==> src/rtl/kernel_cc_fifo_stream_reader.sv <==
// Read master for the kernel_cc HLS FIFO. It drains a first-word-fall-through FIFO into a packetised valid/ready stream.
// A one-word pending stage holds each word back so that tlast is already known when the word enters the output register.
module kernel_cc_fifo_stream_reader #(
    parameter int unsigned DATA_WIDTH = 64,
    parameter int unsigned BURST_LEN  = 16,
    parameter int unsigned TIMEOUT    = 32,
    parameter int unsigned CNT_WIDTH  = 32
) (
    input  logic                  clk,
    input  logic                  reset,
    input  logic                  if_empty_n,
    output logic                  if_read_ce,
    output logic                  if_read,
    input  logic [DATA_WIDTH-1:0] if_dout,
    output logic [DATA_WIDTH-1:0] m_axis_tdata,
    output logic                  m_axis_tvalid,
    input  logic                  m_axis_tready,
    output logic                  m_axis_tlast,
    output logic [CNT_WIDTH-1:0]  pkt_count
);
    localparam int unsigned BEAT_W = (BURST_LEN > 1) ? $clog2(BURST_LEN) : 1;
    localparam int unsigned IDLE_W = $clog2(TIMEOUT + 1);

    logic [DATA_WIDTH-1:0] p_data;
    logic                  p_v;
    logic [BEAT_W-1:0]     beat_cnt;
    logic [IDLE_W-1:0]     idle_cnt;

    logic o_free;
    logic flush;
    logic last_beat;
    logic move;
    logic next_last;

    // Handshake decode: a pending word advances once its tlast is decidable and the output slot is free.
    always_comb begin
        o_free    = !m_axis_tvalid || m_axis_tready;
        flush     = (idle_cnt == IDLE_W'(TIMEOUT));
        last_beat = (beat_cnt == BEAT_W'(BURST_LEN - 1));
        move      = p_v && o_free && (if_empty_n || last_beat || flush);
        next_last = last_beat || !if_empty_n;
        if_read   = !reset && if_empty_n && (!p_v || move);
    end

    assign if_read_ce = 1'b1;

    // Pending stage: refilled on every pop, emptied when its word moves out without a replacement.
    always_ff @(posedge clk or posedge reset) begin
        if (reset) begin
            p_data <= '0;
            p_v    <= 1'b0;
        end else if (if_read) begin
            p_data <= if_dout;
            p_v    <= 1'b1;
        end else if (move) begin
            p_v    <= 1'b0;
        end
    end

    // Output stage and beat position within the current packet.
    always_ff @(posedge clk or posedge reset) begin
        if (reset) begin
            m_axis_tdata  <= '0;
            m_axis_tvalid <= 1'b0;
            m_axis_tlast  <= 1'b0;
            beat_cnt      <= '0;
        end else if (move) begin
            m_axis_tdata  <= p_data;
            m_axis_tvalid <= 1'b1;
            m_axis_tlast  <= next_last;
            beat_cnt      <= next_last ? '0 : beat_cnt + BEAT_W'(1);
        end else if (o_free) begin
            m_axis_tvalid <= 1'b0;
        end
    end

    // Idle timer: counts only while a word is held back with the FIFO empty, then saturates to hold the flush.
    always_ff @(posedge clk or posedge reset) begin
        if (reset) begin
            idle_cnt <= '0;
        end else if (!p_v || if_empty_n || move) begin
            idle_cnt <= '0;
        end else if (!flush) begin
            idle_cnt <= idle_cnt + IDLE_W'(1);
        end
    end

    always_ff @(posedge clk or posedge reset) begin
        if (reset) begin
            pkt_count <= '0;
        end else if (m_axis_tvalid && m_axis_tready && m_axis_tlast) begin
            pkt_count <= pkt_count + CNT_WIDTH'(1);
        end
    end

endmodule

==> config.mk <==
export PLATFORM = sky130hd
export DESIGN_NAME = kernel_cc_fifo_stream_reader
export DESIGN_NICKNAME = d
export VERILOG_FILES = /design/src/rtl/kernel_cc_fifo_stream_reader.sv
export SDC_FILE = /design/constraint.sdc
export NUM_CORES = 1
export LEC_CHECK = 0
export BUFFER_PORTS_ARGS = -buffer_cell sky130_fd_sc_hd__clkbuf_2
export CORE_MARGIN = 1.5
export CORE_UTILIZATION = 50
export CTS_CLUSTER_DIAMETER = 60
export CTS_CLUSTER_SIZE = 28
export DETAILED_ROUTE_END_ITERATION = 12
export PLACE_DENSITY = 0.86
export SYNTH_ARGS = -nofsm -noshare
export SYNTH_HDL_FRONTEND = slang
export SYNTH_SLANG_ARGS = --single-unit
==> constraint.sdc <==
create_clock -name clk -period 5.55 [get_ports clk]
set_input_delay 0.2775 -clock clk [delete_from_list [all_inputs] [get_ports clk]]
set_output_delay 0.2775 -clock clk [all_outputs]
set_load 0.01 [all_outputs]
==> impl_summary.txt, run 1 <==
----------------------------------------------------
[Clock network]
  Worst-path clk slew ... 0.06 ns
  Number of sinks on the clock net ... 173
  H-tree Lvls ... 4
  Clock latency at the later pin of the worst-skew pair ... 0.42 ns
  Hold-fix buffers at CTS ... 0
  Library cell used as clock root buffer ... sky130_fd_sc_hd__clkbuf_16
  TritonCTS clock tree ... built
  Buffers inserted during post-CTS setup optimization ... 0
  Quantity of gates resized following cts ... 0
  Clock buffers created by TritonCTS ... 17
  Maximum count of clock buffers along a single path ... 2

[GRT]
  Remaining Overflow, GRT ... 0
  Largest net degree at the start of global routing ... 94
  Number of antenna violations at the first check in global routing ... 0
  Total track usage ... 19.86%
  Via count of the first global-routing pass ... 4,612
  Global-route wire length before repair ... 22,610 um

[Timing]
  Least setup slack across all paths after layout ... 3.084 ns
  Final Hold Violating Endpoints ... 4
  Worst hold slack ... -0.01346 ns
  Actual transition at the worst max-transition pin ... 0.9876 ns
  Setup repair after global routing missed its margin ... no
  Clock skew ... 0.01057 ns
  Final slew viol count ... 0
  Final cycle utilization of the critical path ... 44.42%
  Total setup violations reported at the end of the flow ... 0
  Final total negative setup slack ... 0 ns
  Relative slew slack ... 34.16%
  Minimum clock period after layout ... 2.466 ns
  Maximum clock frequency ... 0.4056 GHz

[Route]
  Number of optimization iterations in the first detailed-route pass ... 4
  Routed via count ... 4,389
  Count of unresolved DRC violations after routing ... 0
  DRT iter0 DRCs ... 221
  Routed vias/inst ... 5.301
  Total Wirelength ... 13,700 um
  Average wire length per cell after detail routing ... 16.55 um
  Antenna violation net count after detailed routing ... 0

[Power]
  Peak supply drop ... 0.0002728 V
  Part of the total power dissipated in combinational logic ... 25.3%
  Clock group share of total power ... 29.7%
  Cell Int Power ... 3.031 mW
  NetSw ... 1.208 mW
  Switching part of the total power ... 28.49%
  Sequential cell fraction of total power ... 45.0%
  Leakage ... 4.019 nW
  Power density over the cells ... 496.5 nW/um^2

[Synthesis]
  Post-Synthesis Net Count ... 543
  Mean instance size in the synthesized netlist ... 14.74 sq um
  Cell Area, Synth ... 6943 sq um
  Count of state elements after synthesis ... 173
  Mapped Cells ... 471
  Sequential element share of the synthesized area ... 62.35%
  Number of warnings reported in the yosys synthesis log ... 0
  Unique masters post-synth ... 42
  Count of flip-flops with a built-in enable after synthesis ... 0
  Async S/R FF share, synth ... 100.0%
  Top flip-flop cell by instance count after synthesis ... sky130_fd_sc_hd__dfrtp_1

[Worst setup path]
  Crit path required time ... 5.85 ns
  Worst Path Class, Setup ... flip-flop to flip-flop
  CP arrival ... 2.77 ns
  Startpoint kind of the worst setup timing path ... flip-flop
  Critical Path Fanout Max ... 68
  Endpoint class of the critical path ... flip-flop

[Cells and area]
  Commonest non-fill, non-tap cell in the layout ... sky130_fd_sc_hd__dfrtp_1
  Final Non-Filler Cells ... 828
  Share of cells above drive strength 1 ... 49.23%
  Commonest non-fill, non-tap cells in the layout ... sky130_fd_sc_hd__dfrtp_1 (173), sky130_fd_sc_hd__clkbuf_2 (166), sky130_fd_sc_hd__mux2_2 (113), sky130_fd_sc_hd__xnor2_1 (21), sky130_fd_sc_hd__nand2_1 (19)
  FILL cells ... 993
  Net total in the final layout ... 714
  Number of diodes added for antenna fixing ... 0
  Area growth from synthesis to layout ... 22.98%

[Floorplan]
  Site Rows ... 42
  Vert. Die Dim ... 120.8 um
  Io pins ... 168
  Die span in x ... 120.8 um
  Area of the placeable core ... 13,400 sq um
  Initial core utilization ... 51.81%
  Die Footprint ... 14,600 sq um

[Hold path]
  Worst min path class ... input port to asynchronous set/reset pin

[Status]
  Failing checks ... negative hold slack
  Result of the run ... finished, violations left

[Placement]
  RePlAce Congestion ... 0.8310
  Post-Place Worst Slack ... 3.123 ns
  Total half-perimeter wirelength after legalization and detailed placement ... 9374 um
  Number of I/O port buffers ... 166
  Number of placed instances, taps included ... 799

[Run]
  Number of maximum-capacitance violations ... 0

----------------------------------------------------
through the flow:
stage                     utilization, %  hold WS (ns)  cell area [sq um]  power, mW
after floorplan                        -        0.4280               6943      2.556
after global placement             59.04        0.4600               7911      2.923
after detailed placement           59.04        0.4664               7911      3.002
after CTS                          63.72       0.03061               8538      4.287
after global routing               63.72       0.06424               8538      4.467
final                              63.72      -0.01346               8538      4.239
power groups by stage:
stage	Clock (mW)	Combinational, mW	Sequential [mW]
detailed placement	0	1.08	1.92
global placement	0	1.03	1.89
finish	1.26	1.07	1.91
CTS	1.29	1.09	1.91
floorplan	0	0.562	1.99
global route	1.34	1.17	1.96
layout make-up:
class / count / area [sq um] / area share (%)
clock inverters: 7 / 162.7 / 1.905
multi-input cells: 273 / 2474 / 28.97
inverters: 8 / 35.03 / 0.4103
repair buffers: 169 / 853.3 / 9.994
clock buffers: 22 / 464.2 / 5.437
flip-flops and latches: 173 / 4329 / 50.70
well taps: 176 / 220.2 / 2.579
sequential cells by signal, indices dropped and copies added, names as in the netlist:
register / flops
pkt_count: 32
m_axis_tlast: 1
idle_cnt: 6
beat_cnt: 4
m_axis_tdata: 64
m_axis_tvalid: 1
p_data: 64
p_v: 1
critical path: stages (launching register included):
cell and delay, ns:
sky130_fd_sc_hd__dfrtp_1 0.41, sky130_fd_sc_hd__inv_1 0.12, sky130_fd_sc_hd__ha_1 0.16, sky130_fd_sc_hd__nand2_1 0.10, sky130_fd_sc_hd__o41ai_4 0.29, sky130_fd_sc_hd__o21a_4 0.79, sky130_fd_sc_hd__mux2_2 0.42
synthesized netlist by cell type, drive strengths merged (3+ instances only):
master,count,area share [%]
nand4,16,1.4
xnor2,21,2.6
o21ai,3,0.22
nand2,19,1.0
buf,17,1.7
nor4,8,1.1
nor2,11,0.59
inv,8,0.43
dfrtp,173,62
nor3,7,0.65
mux2,129,21
nand3,18,1.5
xor2,14,1.8
ha,4,0.72
cells by family after synthesis:
group	synth area share (%)
flip-flops	62.35
buffers and inverters	2.108
multiplexers	21.21
AO/OA/AOI/OAI	1.622
other	0.05401
AND/OR/NAND/NOR	7.515
adder cells (fa/ha/maj)	0.7209
XOR/XNOR	4.415
routing by layer:
metal / global-route usage, % / vias up / share of wire (%)
met5: 0 / - / 0
met4: 8.088 / 0 / 1.8
met3: 7.028 / 19 / 7.6
met2: 32.49 / 172 / 50
met1: 23.98 / 2199 / 41
li1: - / 1999 / -
path summary, 6_finish.rpt:
path,startpoint,to,slack [ns],depth (start not counted)
worst max-delay path,idle_cnt[0]$_DFFE_PP0P_,m_axis_tdata[63]$_DFFE_PP0P_,3.08,6
worst min-delay path,reset,m_axis_tdata[3]$_DFFE_PP0P_,-0.01,2
worst max register to register,idle_cnt[0]$_DFFE_PP0P_,m_axis_tdata[63]$_DFFE_PP0P_,3.08,6
worst min register to register,pkt_count[31]$_DFFE_PP0P_,pkt_count[31]$_DFFE_PP0P_,0.47,1
max in group asynchronous,reset,m_axis_tdata[52]$_DFFE_PP0P_,4.06,3
min in group clk,if_dout[36],p_data[36]$_DFFE_PP0P_,0.09,2
Note: power is estimated with default switching activity, not from simulation.
==> run 2: changes to the inputs <==
Settings changed: CORE_UTILIZATION 50 to 48, PLACE_DENSITY 0.86 to 0.87.
Clock period 5.55 ns to 2 ns, I/O delays scaled along.
==> run 2 against run 1 <==
  * The run still ends with negative hold slack left
  * Via count increased by 9.4%
  * Register-to-register slack got worse by 3.0 ns
  * Sequential power increased to 2.8 times the previous value
  * Critical path type unchanged
==> impl_summary.txt, run 2 (synthesis results as in run 1) <==
----------------------------------------------------
[Timing]
  Final cycle utilization of the critical path ... 96.31% (was 44.42%)
  Total setup violations reported at the end of the flow ... 0 (unchanged)
  Relative slew slack ... 38.91% (was 34.16%)
  Maximum clock frequency ... 0.5191 GHz (was 0.4056 GHz)
  Final total negative setup slack ... 0 ns (unchanged)
  Minimum clock period after layout ... 1.926 ns (was 2.466 ns)
  Least setup slack across all paths after layout ... 0.07376 ns (was 3.084 ns)
  Clock skew ... 0.007508 ns (was 0.01057 ns)
  Worst hold slack ... -0.05304 ns (was -0.01346 ns)
  Final slew viol count ... 0 (unchanged)
  Actual transition at the worst max-transition pin ... 0.9163 ns (was 0.9876 ns)
  Final Hold Violating Endpoints ... 56 (was 4)
  Setup repair after global routing missed its margin ... yes (was no)

[Worst setup path]
  Critical-path cell list ... inv_2, ha_1, nand2_2, o41ai_4, o21a_4, clkbuf_16, mux2_2 (was inv_1, ha_1, nand2_1, o41ai_4, o21a_4, mux2_2)
  Worst Path Class, Setup ... flip-flop to flip-flop (unchanged)
  Endpoint class of the critical path ... flip-flop (unchanged)
  Flop-to-flop setup slack ... 0.07 ns (was 3.08 ns)
  Critical Path Fanout Max ... 20 (was 68)
  Crit path required time ... 2.30 ns (was 5.85 ns)
  Startpoint kind of the worst setup timing path ... flip-flop (unchanged)
  Peak per-stage delay on the critical path ... 0.41 ns (was 0.79 ns)
  CP arrival ... 2.23 ns (was 2.77 ns)
  Standard cell with the maximum stage delay on the critical path ... sky130_fd_sc_hd__dfrtp_1 (was sky130_fd_sc_hd__o21a_4)

[Status]
  Failing checks ... negative hold slack (unchanged)
  Result of the run ... finished, violations left (unchanged)

[Floorplan]
  Io pins ... 168 (unchanged)
  Die span in x ... 123.3 um (was 120.8 um)
  Site Rows ... 43 (was 42)
  Initial core utilization ... 49.63% (was 51.81%)
  Die Footprint ... 15,200 sq um (was 14,600 sq um)
  Area of the placeable core ... 13,990 sq um (was 13,400 sq um)
  Vert. Die Dim ... 123.3 um (was 120.8 um)

[Cells and area]
  Commonest non-fill, non-tap cells in the layout ... sky130_fd_sc_hd__dfrtp_1 (173), sky130_fd_sc_hd__clkbuf_2 (166), sky130_fd_sc_hd__mux2_2 (112), sky130_fd_sc_hd__dlygate4sd3_1 (65), sky130_fd_sc_hd__xnor2_1 (21) (was sky130_fd_sc_hd__dfrtp_1 (173), sky130_fd_sc_hd__clkbuf_2 (166), sky130_fd_sc_hd__mux2_2 (113), sky130_fd_sc_hd__xnor2_1 (21), sky130_fd_sc_hd__nand2_1 (19))
  FILL cells ... 979 (was 993)
  Registers with the highest flip-flop counts ... m_axis_tdata: 64 flops, p_data: 64 flops, pkt_count: 32 flops (unchanged)
  Commonest non-fill, non-tap cell in the layout ... sky130_fd_sc_hd__dfrtp_1 (unchanged)
  Net total in the final layout ... 791 (was 714)
  FF/Latch Area ... 4329 sq um (unchanged)
  Share of the core filled with cells ... 67.02% (was 63.72%)
  Area growth from synthesis to layout ... 35.03% (was 22.98%)
  Finished Cell Area ... 9375 sq um (was 8538 sq um)
  Share of cells above drive strength 1 ... 46.31% (was 49.23%)
  Final Non-Filler Cells ... 912 (was 828)
  Number of diodes added for antenna fixing ... 0 (unchanged)
  Multi-input combinational cell area ... 2485 sq um (was 2474 sq um)

[Route]
  Number of optimization iterations in the first detailed-route pass ... 4 (unchanged)
  Count of unresolved DRC violations after routing ... 0 (unchanged)
  Routed vias/inst ... 5.263 (was 5.301)
  Average wire length per cell after detail routing ... 17.67 um (was 16.55 um)
  Total Wirelength ... 16,120 um (was 13,700 um)
  DRT iter0 DRCs ... 248 (was 221)
  Routed via count ... 4,800 (was 4,389)
  Antenna violation net count after detailed routing ... 0 (unchanged)

[Power]
  Power density over the cells ... 1281 nW/um^2 (was 496.5 nW/um^2)
  Overall power of the completed layout ... 12.01 mW (was 4.239 mW)
  Peak supply drop ... 0.0008317 V (was 0.0002728 V)
  Leakage ... 4.373 nW (was 4.019 nW)

[Placement]
  Number of placed instances, taps included ... 810 (was 799)
  Number of I/O port buffers ... 166 (unchanged)
  RePlAce Congestion ... 0.9013 (was 0.8310)
  Post-Place Worst Slack ... 0.03273 ns (was 3.123 ns)
  Total half-perimeter wirelength after legalization and detailed placement ... 9648 um (was 9374 um)
  Area of placed instances ... 8018 sq um (was 7911 sq um)

[Clock network]
  TritonCTS clock tree ... built (unchanged)
  Clock buffers created by TritonCTS ... 17 (unchanged)
  Maximum count of clock buffers along a single path ... 2 (unchanged)
  H-tree Lvls ... 4 (unchanged)
  Worst-path clk slew ... 0.06 ns (about the same)
  Library cell used as clock root buffer ... sky130_fd_sc_hd__clkbuf_16 (unchanged)
  Clock latency at the later pin of the worst-skew pair ... 0.42 ns (about the same)
  Number of sinks on the clock net ... 173 (unchanged)

[GRT]
  Remaining Overflow, GRT ... 0 (unchanged)
  Number of antenna violations at the first check in global routing ... 0 (unchanged)
  Total track usage ... 21.76% (was 19.86%)
  Via count of the first global-routing pass ... 5,129 (was 4,612)
  Global-route wire length before repair ... 25,050 um (was 22,610 um)
  Largest net degree at the start of global routing ... 175 (was 94)

[Run]
  Number of maximum-capacitance violations ... 0 (unchanged)

[Hold path]
  Worst min path class ... input port to asynchronous set/reset pin (unchanged)

----------------------------------------------------
[run 2: what timing repair did]
item                                    in CTS  in global routing
endpoints found under the hold margin       65                  0
gates cloned                                 1                  2
endpoints found under the setup margin       1                 45
gates resized for setup                      1                  7
pin swaps                                    1                  1
setup buffers                                1                  1
hold buffers                                65                  0
[run 2: routing by layer]
| layer | global-route usage [%] | up-vias | share of wire (%) |
|---|---|---|---|
| met5 | 0 | - | 0 |
| met4 | 9.698 | 0 | 2.4 |
| met3 | 6.227 | 33 | 5.8 |
| met2 | 37.81 | 176 | 52 |
| met1 | 24.98 | 2428 | 40 |
| li1 | - | 2163 | - |
[run 2: where the power goes]
| group | total [mW] | internal (mW) | leakage, nW | switching [mW] |
|---|---|---|---|---|
| Combinational | 3.24 | 1.74 | 1.97 | 1.50 |
| Clock | 3.44 | 2.12 | 0.293 | 1.32 |
| Sequential | 5.33 | 4.61 | 2.11 | 0.725 |
[run 2: area by class of cell]
| type | instances | area share [%] |
|---|---|---|
| flip-flops and latches | 173 | 46.18 |
| multi-input cells | 273 | 26.50 |
| repair buffers | 246 | 17.98 |
| clock buffers | 21 | 4.804 |
| well taps | 180 | 2.402 |
| clock inverters | 11 | 1.775 |
| inverters | 8 | 0.3603 |
[run 2: final timing paths]
kind | startpoint | endpoint | depth (start not counted)
max | idle_cnt[0]$_DFFE_PP0P_ | m_axis_tdata[39]$_DFFE_PP0P_ | 7
min | reset | pkt_count[5]$_DFFE_PP0P_ | 3
max reg2reg | idle_cnt[0]$_DFFE_PP0P_ | m_axis_tdata[39]$_DFFE_PP0P_ | 7
min reg2reg | pkt_count[31]$_DFFE_PP0P_ | pkt_count[31]$_DFFE_PP0P_ | 1
max in group asynchronous | reset | m_axis_tdata[60]$_DFFE_PP0P_ | 3
min in group clk | if_empty_n | p_v$_DFFE_PP0P_ | 3
[run 2: worst max-delay path, delay by kind of cell, from the launching register on]
kind,cells,cell delay (ns)
flops,1,0.41
buf+inv,2,0.31
fa+ha+maj,1,0.15
mux,1,0.35
compound gates,2,0.51
simple gates,1,0.07
==> run 3: changes to the inputs <==
Settings changed: BUFFER_PORTS_ARGS -buffer_cell sky130_fd_sc_hd__clkbuf_2 to -buffer_cell sky130_fd_sc_hd__buf_2, CORE_UTILIZATION 48 to 50, CTS_CLUSTER_DIAMETER 60 to unset, PLACE_DENSITY 0.87 to 0.86.
Clock period 2 ns to 1.8 ns, I/O delays scaled along.
==> run 3 against run 2 <==
  * The flow finishes with violations (negative setup slack)
  * Routed wire length is 1.4% higher
  * First-iteration DRC count increased by 32%
  * Cell area up 1.9%
  * Cell count is 0.77% higher
  * Clock power barely moved
  * Sequential power grew 11%
  * Combinational power grew 26%
  * Global-route usage up 1.9 points
  * Critical path depth is the same
==> impl_summary.txt, run 3 (synthesis results as in run 1) <==
----------------------------------------------------
[Floorplan]
  Die span in x ... 120.8 um (was 123.3 um)
  Die Footprint ... 14,600 sq um (was 15,200 sq um)
  Vert. Die Dim ... 120.8 um (was 123.3 um)
  Area of the placeable core ... 13,400 sq um (was 13,990 sq um)
  Io pins ... 168 (unchanged)
  Site Rows ... 42 (was 43)
  Initial core utilization ... 51.81% (was 49.63%)

[Route]
  Routed vias/inst ... 5.219 (was 5.263)
  Total Wirelength ... 16,350 um (was 16,120 um)
  Average wire length per cell after detail routing ... 17.79 um (was 17.67 um)
  Routed via count ... 4,796 (was 4,800)
  Number of optimization iterations in the first detailed-route pass ... 4 (unchanged)
  Count of unresolved DRC violations after routing ... 0 (unchanged)
  DRT iter0 DRCs ... 327 (was 248)
  Antenna violation net count after detailed routing ... 0 (unchanged)

[Worst setup path]
  Critical Path Fanout Max ... 21 (was 20)
  Crit path required time ... 2.10 ns (was 2.30 ns)
  Worst Path Class, Setup ... flip-flop to flip-flop (unchanged)
  Startpoint kind of the worst setup timing path ... flip-flop (unchanged)
  Endpoint class of the critical path ... flip-flop (unchanged)
  CP arrival ... 2.12 ns (was 2.23 ns)

[Timing]
  Total setup violations reported at the end of the flow ... 27 (was 0)
  Least setup slack across all paths after layout ... -0.02385 ns (was 0.07376 ns)
  Final cycle utilization of the critical path ... 101.3% (was 96.31%)
  Final total negative setup slack ... -0.3127 ns (was 0 ns)
  Minimum clock period after layout ... 1.824 ns (was 1.926 ns)
  Final slew viol count ... 0 (unchanged)
  Final Hold Violating Endpoints ... 0 (was 56)
  Maximum clock frequency ... 0.5483 GHz (was 0.5191 GHz)
  Clock skew ... 0.007570 ns (was 0.007508 ns)
  Actual transition at the worst max-transition pin ... 0.8662 ns (was 0.9163 ns)
  Worst hold slack ... 0.001301 ns (was -0.05304 ns)
  Relative slew slack ... 42.25% (was 38.91%)
  Setup repair after global routing missed its margin ... yes (unchanged)

[GRT]
  Global-route wire length before repair ... 26,880 um (was 25,050 um)
  Remaining Overflow, GRT ... 0 (unchanged)
  Total track usage ... 23.70% (was 21.76%)
  Via count of the first global-routing pass ... 5,366 (was 5,129)
  Largest net degree at the start of global routing ... 175 (unchanged)
  Number of antenna violations at the first check in global routing ... 0 (unchanged)

[Power]
  Peak supply drop ... 0.0009963 V (was 0.0008317 V)
  Leakage ... 4.542 nW (was 4.373 nW)
  Power density over the cells ... 1407 nW/um^2 (was 1281 nW/um^2)

[Cells and area]
  Commonest non-fill, non-tap cell in the layout ... sky130_fd_sc_hd__dfrtp_1 (unchanged)
  Net total in the final layout ... 805 (was 791)
  Area growth from synthesis to layout ... 37.65% (was 35.03%)
  FILL cells ... 876 (was 979)
  Commonest non-fill, non-tap cells in the layout ... sky130_fd_sc_hd__dfrtp_1 (171), sky130_fd_sc_hd__buf_2 (166), sky130_fd_sc_hd__mux2_2 (91), sky130_fd_sc_hd__dlygate4sd3_1 (65), sky130_fd_sc_hd__mux2_4 (34) (was sky130_fd_sc_hd__dfrtp_1 (173), sky130_fd_sc_hd__clkbuf_2 (166), sky130_fd_sc_hd__mux2_2 (112), sky130_fd_sc_hd__dlygate4sd3_1 (65), sky130_fd_sc_hd__xnor2_1 (21))
  Registers with the highest flip-flop counts ... m_axis_tdata: 64 flops, p_data: 64 flops, pkt_count: 32 flops (unchanged)
  Share of the core filled with cells ... 71.32% (was 67.02%)
  Share of cells above drive strength 1 ... 49.39% (was 46.31%)
  Finished Cell Area ... 9557 sq um (was 9375 sq um)
  Number of diodes added for antenna fixing ... 0 (unchanged)

[Clock network]
  H-tree Lvls ... 4 (unchanged)
  Library cell used as clock root buffer ... sky130_fd_sc_hd__clkbuf_16 (unchanged)
  Maximum count of clock buffers along a single path ... 2 (unchanged)
  TritonCTS clock tree ... built (unchanged)
  Worst-path clk slew ... 0.06 ns (about the same)
  Clock buffers created by TritonCTS ... 17 (unchanged)
  Number of sinks on the clock net ... 173 (unchanged)
  Clock latency at the later pin of the worst-skew pair ... 0.41 ns (was 0.42 ns)

[Placement]
  RePlAce Congestion ... 0.9072 (was 0.9013)
  Area of placed instances ... 8185 sq um (was 8018 sq um)
  Post-Place Worst Slack ... -0.03565 ns (was 0.03273 ns)
  Number of I/O port buffers ... 166 (unchanged)
  Total half-perimeter wirelength after legalization and detailed placement ... 9975 um (was 9648 um)

[Run]
  Number of maximum-capacitance violations ... 0 (unchanged)

[Status]
  Failing checks ... negative setup slack (was negative hold slack)
  Result of the run ... finished, violations left (unchanged)

[Hold path]
  Worst min path class ... input port to asynchronous set/reset pin (unchanged)

----------------------------------------------------
run 3: changes by cell type in the layout (fill, tap and decap cells not counted), sizes merged:
cell	previous run	this run
clkbuf	189	25
clkinvlp	4	3
inv	7	8
clkinv	4	1
bufinv	4	1
buf	13	194
run 3: metrics by stage:
stage               power (mW)  std cells
floorplan                7.950        471
global placement         9.242        822
detailed placement       9.513        822
CTS                      13.27        918
global route             14.14        919
finish                   13.45        919
run 3: worst paths after layout:
kind                       slack, ns  cells after the start                 startpoint                      endpoint
max                            -0.02                      7    idle_cnt[0]$_DFFE_PP0P_  m_axis_tdata[44]$_DFFE_PP0P_
min                            0.001                      3                      reset       idle_cnt[3]$_DFFE_PP0P_
max reg2reg                    -0.02                      7    idle_cnt[0]$_DFFE_PP0P_  m_axis_tdata[44]$_DFFE_PP0P_
min reg2reg                     0.47                      1  pkt_count[31]$_DFFE_PP0P_     pkt_count[31]$_DFFE_PP0P_
max in group asynchronous       1.21                      3                      reset      pkt_count[0]$_DFFE_PP0P_
min in group clk                0.01                      3              m_axis_tready      pkt_count[2]$_DFFE_PP0P_
run 3: layout make-up:
type / instances / area (sq um) / area share [%]
Clock buffer: 24 / 491.7 / 5.145
Timing Repair Buffer: 260 / 1787 / 18.70
Sequential cell: 173 / 4332 / 45.33
Inverter: 8 / 33.78 / 0.3535
Clock inverter: 5 / 58.81 / 0.6153
Tap cell: 176 / 220.2 / 2.304
Multi-Input combinational cell: 273 / 2634 / 27.56
run 3: what timing repair did:
action                                 4_1_cts  5_1_grt
setup endpoints to repair                   51       90
hold buffers                                65        0
setup buffers                                1        1
cloned                                       1        0
pin swaps                                    1        1
endpoints found under the hold margin       65        0
resized for setup                           16       25
run 3: where the power goes:
part	internal [mW]	switching, mW	total, mW	leakage [nW]
sequential	5.13	0.817	5.94	2.10
combinational	2.31	1.76	4.07	2.17
clock	2.03	1.40	3.43	0.265
total	9.47	3.98	13.4	4.54
run 3: worst max-delay path: stages, from the launching register on:
cell and delay, ns:
sky130_fd_sc_hd__dfrtp_1 0.38, sky130_fd_sc_hd__inv_2 0.09, sky130_fd_sc_hd__ha_4 0.14, sky130_fd_sc_hd__nand2_4 0.05, sky130_fd_sc_hd__o41ai_4 0.25, sky130_fd_sc_hd__o21a_4 0.25
sky130_fd_sc_hd__buf_12 0.20, sky130_fd_sc_hd__mux2_2 0.35
run 3: routing by layer:
layer  routed length [um]  share of wire (%)  track usage [%]  vias to the layer above
li1                     -                  -                -                     2181
met1                 6434                 39            27.65                     2415
met2                 8677                 53            42.26                      174
met3                  966                5.9            6.226                       26
met4                  268                1.6            8.088                        0
met5                    0                  0                0                        -
